==> src/rtl/phase_sequencer.sv <==
// Phase sequencer for the multi-cycle RISC-V core: one-hot FETCH..WB phase FSM
// with halt / single-step / resume debug control and a retired-instruction counter.
module phase_sequencer #(
  parameter int RETW          = 32,
  parameter bit HALT_ON_RESET = 1'b0
) (
  input  logic            clk,
  input  logic            rst,
  input  logic            stall_fetch,
  input  logic            stall_decode,
  input  logic            stall_execute,
  input  logic            stall_memoryaccess,
  input  logic            stall_writeback,
  input  logic            halt_req,
  input  logic            step_req,
  input  logic            resume_req,
  output logic            phase_fetch,
  output logic            phase_decode,
  output logic            phase_execute,
  output logic            phase_memoryaccess,
  output logic            phase_writeback,
  output logic            halted,
  output logic            retire_pulse,
  output logic [RETW-1:0] retire_count
);

  localparam int NS       = 7;
  localparam int S_RESET  = 0;
  localparam int S_FETCH  = 1;
  localparam int S_DECODE = 2;
  localparam int S_EXEC   = 3;
  localparam int S_MEMACC = 4;
  localparam int S_WB     = 5;
  localparam int S_HALT   = 6;
  localparam int NPHASE   = 5;

  localparam logic [NS-1:0] ST_RESET  = 7'b000_0001;
  localparam logic [NS-1:0] ST_FETCH  = 7'b000_0010;
  localparam logic [NS-1:0] ST_DECODE = 7'b000_0100;
  localparam logic [NS-1:0] ST_EXEC   = 7'b000_1000;
  localparam logic [NS-1:0] ST_MEMACC = 7'b001_0000;
  localparam logic [NS-1:0] ST_WB     = 7'b010_0000;
  localparam logic [NS-1:0] ST_HALT   = 7'b100_0000;

  logic [NS-1:0]     state_reg,        state_next;
  logic              halt_pend_reg,    halt_pend_next;
  logic              step_mode_reg,    step_mode_next;
  logic [RETW-1:0]   retire_count_reg, retire_count_next;
  logic              wb_done;
  logic              enter_halt;
  logic [NPHASE-1:0] phase_vec;

  assign wb_done    = state_reg[S_WB] & ~stall_writeback;
  assign enter_halt = state_next[S_HALT] & ~state_reg[S_HALT];

  // State register and debug flags; rst abandons any in-flight instruction.
  always_ff @(posedge clk or posedge rst) begin
    if (rst) begin
      state_reg        <= ST_RESET;
      halt_pend_reg    <= 1'b0;
      step_mode_reg    <= 1'b0;
      retire_count_reg <= '0;
    end else begin
      state_reg        <= state_next;
      halt_pend_reg    <= halt_pend_next;
      step_mode_reg    <= step_mode_next;
      retire_count_reg <= retire_count_next;
    end
  end

  // Next-state logic; any non-one-hot value falls back to RESET.
  always_comb begin
    state_next = state_reg;
    case (state_reg)
      ST_RESET:  state_next = HALT_ON_RESET ? ST_HALT : ST_FETCH;
      ST_FETCH:  if (!stall_fetch)        state_next = ST_DECODE;
      ST_DECODE: if (!stall_decode)       state_next = ST_EXEC;
      ST_EXEC:   if (!stall_execute)      state_next = ST_MEMACC;
      ST_MEMACC: if (!stall_memoryaccess) state_next = ST_WB;
      ST_WB: begin
        if (!stall_writeback) begin
          state_next = (halt_pend_reg || halt_req || step_mode_reg) ? ST_HALT : ST_FETCH;
        end
      end
      ST_HALT:   if (resume_req || step_req) state_next = ST_FETCH;
      default:   state_next = ST_RESET;
    endcase
  end

  // Flag and counter updates. step_mode is only ever nonzero between a step
  // request and the WB of that one instruction, so clearing it on any WB is safe.
  always_comb begin
    halt_pend_next    = halt_pend_reg;
    step_mode_next    = step_mode_reg;
    retire_count_next = retire_count_reg;

    if (enter_halt) begin
      halt_pend_next = 1'b0;
    end else if (halt_req && !state_reg[S_HALT]) begin
      halt_pend_next = 1'b1;
    end

    if (state_reg[S_HALT]) begin
      step_mode_next = step_req & ~resume_req;
    end else if (wb_done) begin
      step_mode_next = 1'b0;
    end

    if (wb_done) begin
      retire_count_next = retire_count_reg + RETW'(1);
    end
  end

  for (genvar gi = 0; gi < NPHASE; gi++) begin : g_phase
    assign phase_vec[gi] = state_reg[S_FETCH + gi];
  end

  // Phase and halted outputs come straight from flops; only retire_pulse sees an input.
  always_comb begin
    phase_fetch        = phase_vec[0];
    phase_decode       = phase_vec[1];
    phase_execute      = phase_vec[2];
    phase_memoryaccess = phase_vec[3];
    phase_writeback    = phase_vec[4];
    halted             = state_reg[S_HALT];
    retire_pulse       = wb_done;
  end

  assign retire_count = retire_count_reg;

endmodule

==> config.mk <==
export PLATFORM = sky130hd
export DESIGN_NAME = phase_sequencer
export DESIGN_NICKNAME = d
export VERILOG_FILES = /design/src/rtl/phase_sequencer.sv
export SDC_FILE = /design/constraint.sdc
export NUM_CORES = 1
export LEC_CHECK = 0
export BUFFER_PORTS_ARGS = -buffer_cell sky130_fd_sc_hd__buf_2
export CAP_MARGIN = 30
export CORE_MARGIN = 2
export CORE_UTILIZATION = 57
export CTS_BUF_LIST = sky130_fd_sc_hd__clkbuf_16
export DETAILED_ROUTE_END_ITERATION = 7
export PLACE_DENSITY = 0.84
export SLEW_MARGIN = 25
export SYNTH_ARGS = -nofsm -noshare
export SYNTH_HDL_FRONTEND = slang
export SYNTH_SLANG_ARGS = --single-unit
==> constraint.sdc <==
create_clock -name clk -period 4.6 [get_ports clk]
set_clock_uncertainty 0.05 [all_clocks]
set_input_delay 0.46 -clock clk [delete_from_list [all_inputs] [get_ports clk]]
set_output_delay 0.46 -clock clk [all_outputs]
set_load 0.005 [all_outputs]
-- After elaboration in Yosys (flattened, before gate mapping)
Cells that the tools add are included.
- $add $sub $neg: 1
- equal/unequal tests: 13
- muxes and demuxes: 12
- bitwise gates (word level): 6
- reduce and logical (&&, ||, !) cells: 8
- operators by type and width (kind ; number):
    $mux W7 ; 7
    $pmux W7 S7 ; 1
    $add A32 B1 Y32 const B ; 1
    $ne A2 B2 Y1 const B ; 6
    $eq A7 B1 Y1 const B ; 1
    $eq A7 B2 Y1 const B ; 1
    $eq A7 B3 Y1 const B ; 1
    $eq A7 B4 Y1 const B ; 1
    $eq A7 B5 Y1 const B ; 1
    $eq A7 B6 Y1 const B ; 1
    $eq A7 B7 Y1 const B ; 1
    $reduce_and A6 Y1 ; 1
    $mux W1 ; 4
    $reduce_bool A2 Y1 ; 2
    $and A1 B1 Y1 ; 3
    $logic_or A1 B1 Y1 ; 3
    $not A1 Y1 ; 3
    $logic_and A1 B1 Y1 ; 1
    $logic_not A1 Y1 ; 1
- register bits after elaboration: 41
- input port bits: 10
- word-level logic and storage cells: 45

-- Logic depth before layout (Yosys ltp)
- depth in word-level cells: 7
- depth in mapped cells: 7
- mapped depth without buffers: 5

-- Least setup slack after synthesis
Ideal clock, no wire load.
- kind: register to register
- start point: reg retire_count_reg[0], in the netlist retire_count[0]
- end point: reg retire_count_reg[28], in the netlist retire_count[28]
- library setup time: 0.079 ns
- data arrival time: 1.739 ns
- data required time: 4.471 ns
- slack: 2.731 ns
- stages on the path, launching flop included: 7
- period minus slack after synthesis: 1.869 ns
- cells stage by stage: dfrtp_1 ha_1 nand3b_1 or4_1 buf_2 nor4_4 xor2_1
- longest elaborated chain between the ends: 1
- ends and longest elaborated chain (item ; line ; source):
    start: declaration ; 48 ; logic [RETW-1:0] retire_count_reg, retire_count_next;
    start signal: assignment ; 67 ; retire_count_reg <= retire_count_next;
    $add A32 B1 Y32 ; 110 ; retire_count_next = retire_count_reg + RETW'(1);
No other way between the ends.
A chain may end at the register's enable or synchronous reset.

-- Worst setup path in the final report
- start point: reg retire_count_reg[0], in the netlist retire_count[0]
- end point: reg retire_count_reg[30], in the netlist retire_count[30]
Same word-level chain as after synthesis.

==> out/results.tsv <==
stage	metric	value	unit
status	status	finished clean	
global_route	grt_max_degree	42	
synth	synth_seq_cells	41	
placed_design	gp_congestion	0.811	
critical_path	required	4.75	ns
cts	cts_made_buffers	5	
cts	insertion_delay	0.28	ns
synth	yosysSeqAreaShare	50.7	%
die	initial_utilization	60.2	%
sta	slew_headroom	48.0	%
cts	clk_path_buf_depth	2	
cts	cts_tree	yes	
drt	drc	0	
die	pin_count	49	
sta	period_share	44.2	%
die	die-area	4050	um^2
drt	antenna_left	0	
synth	syn-cell-area	2030	um^2
layout	fin_util	72.5	%
sta	tns	0	ns
layout	final_common_cell	buf_2	
synth	synth.avg_cell_area	10.1	um^2
placed_design	pre_cts_ws	2.49	ns
synth	yosys_warnings	0	
drt	vias_per_cell	5.66	
die	rows	21	
run	max-cap-violations	0	
cts	htreeDepth	2	
global_route	grt.total_usage	24.0	%
sta	slew_violations	0	
critical_path	end_kind	register	
die	core	3360	um^2
drt	wl_per_cell	14.5	um
synth	synth_edf_count	0	
pwr	p_per_area	341	nW/um^2
cts	cts_root_buf	clkbuf_16	
layout	diodes	0	
critical_path	startpoint_type	register	
drt	drt-initial-drc-count	165	
critical_path	cp_max_fo	5	
layout	drive_gt1_share	24.1	%
drt	vias	1669	
global_route	overflow	0	
sta	fmax	0.492	GHz
placed_design	port_buffers	48	
synth	synthesis.nets	211	
sta	hold_viol_final	0	
cts	post-cts-setup-buffers	0	
critical_path	rrSetupSlack	2.57	ns
die	die_h	63.6	um
sta	rsz0062_at_grt	false	
layout	area_growth	20.4	%
drt	firstDrtPassIters	4	
global_route	first_global_vias	1587	
sta	fin_crit	2.03	ns
global_route	antenna_found_initial	0	
die	die_w	63.6	um
synth	syn_inst	200	
drt	wl	4.29	mm
critical_path	reg2reg_to	retire_count[30]	
critical_path	crit_type	register to register	
critical_path	arrival	2.18	ns
cts	cts-resized-gates	0	
cts	path_clk_slew	0.06	ns
worst_hold_path	hp-class	input pin to async pin	
sta	worst_slew_pin_slew	0.773	ns
cts	cts-hold-fix-buffers	0	
pwr	vdd_ir_drop_max	271	uV
synth	synth_cell_types	38	
synth	synth_flop_cell	dfrtp_1	
sta	fin_ws	2.57	ns
critical_path	reg2regPathDepth	5	
layout	largest_reg_flops	32	
pwr	p_leak	1.25	nW
cts	cts_sinks	41	
global_route	grt_pass1_wl	7.46	mm
critical_path	r2r_start	retire_count[0]	
layout	layout.nets	260	
pwr	total_power	0.831	mW
sta	setup-violations-final	0	
placed_design	dpl.hpwl	3.06	mm
synth	synthArstFlopShare	100	%
layout	final_cell_mix	buf_2, dfrtp_1, xnor2_1, nand2_1, xor2_1	
-- critical path: stages (launching register included) --
cell      delay (ns)
dfrtp_1         0.39
ha_1            0.19
nand3b_1        0.14
or4_1           0.70
nor3_1          0.29
xor2_1          0.20
-- per-stage QoR --
stage	cells	hold slack, ns	instance area (um^2)
3_5_place_dp	288	0.415	2300
3_3_place_gp	288	0.401	2300
6_report	295	0.243	2440
4_1_cts	295	0.261	2440
2_1_floorplan	200	0.414	2030
5_1_grt	295	0.301	2440
-- Yosys cell counts, drive strengths merged (2+ instances only) --
library cell,instances,area (um^2)
dfrtp,40,1000
xnor2,19,166
nand2,15,56.3
xor2,14,123
nand3,13,65.1
nor2,12,45.0
nor3,12,60.1
inv,9,33.8
nand4,9,62.6
nor4,7,58.8
and2,5,31.3
and4,5,43.8
clkbuf,5,18.8
o21ai,4,20.0
and3,3,18.8
nand2b,3,18.8
or4,3,22.5
a21boi,2,15.0
a31oi,2,12.5
buf,2,10.0
nand3b,2,15.0
o22ai,2,12.5
or2,2,12.5
-- metal layers --
metal / wire (um) / global-route usage (%) / share of wire (%) / up-vias
met5: 0 / 0 / 0 / -
met4: 55 / 10.3 / 1.3 / 0
met3: 281 / 5.71 / 6.6 / 5
met2: 2030 / 37.0 / 47 / 53
met1: 1920 / 32.4 / 45 / 816
li1: - / - / - / 795
-- worst max-delay path by stage --
stage               startpoint          endpoint  slack [ns]  cells past startpoint
3_3_place_gp   stall_writeback  retire_count[28]        2.56                      5
6_report       retire_count[0]  retire_count[30]        2.57                      5
2_1_floorplan  retire_count[0]  retire_count[28]        2.73                      6
5_1_grt        retire_count[0]  retire_count[30]        2.45                      5
4_1_cts        retire_count[0]  retire_count[30]        2.55                      5
3_5_place_dp   stall_writeback  retire_count[30]        2.49                      5
-- where the power goes --
group          total [mW]  leakage (nW)  switching (mW)  internal, mW
Clock               0.326        0.0633           0.130         0.196
Sequential          0.400         0.550          0.0219         0.378
Combinational       0.106         0.638          0.0513        0.0543
-- kinds of logic (layout without fill, tap and decap cells) --
kind of cell,count (synthesis),count (layout),synth area share [%]
flops,41,41,50.7
mux,1,1,0.494
buf+inv,16,65,3.09
fa+ha+maj,1,1,0.618
compound gates,15,15,4.88
simple gates,93,93,25.9
xor+xnor,33,33,14.3
-- area by class of cell --
cell class | count | area [um^2]
multi-input combinational | 143 | 936
fill | 263 | 925
inverter | 9 | 33.8
clock inverter | 2 | 11.3
timing repair buffer | 49 | 248
clock buffer | 5 | 125
tap | 46 | 57.6
sequential | 41 | 1030
Power figures use the tool's default switching activity.
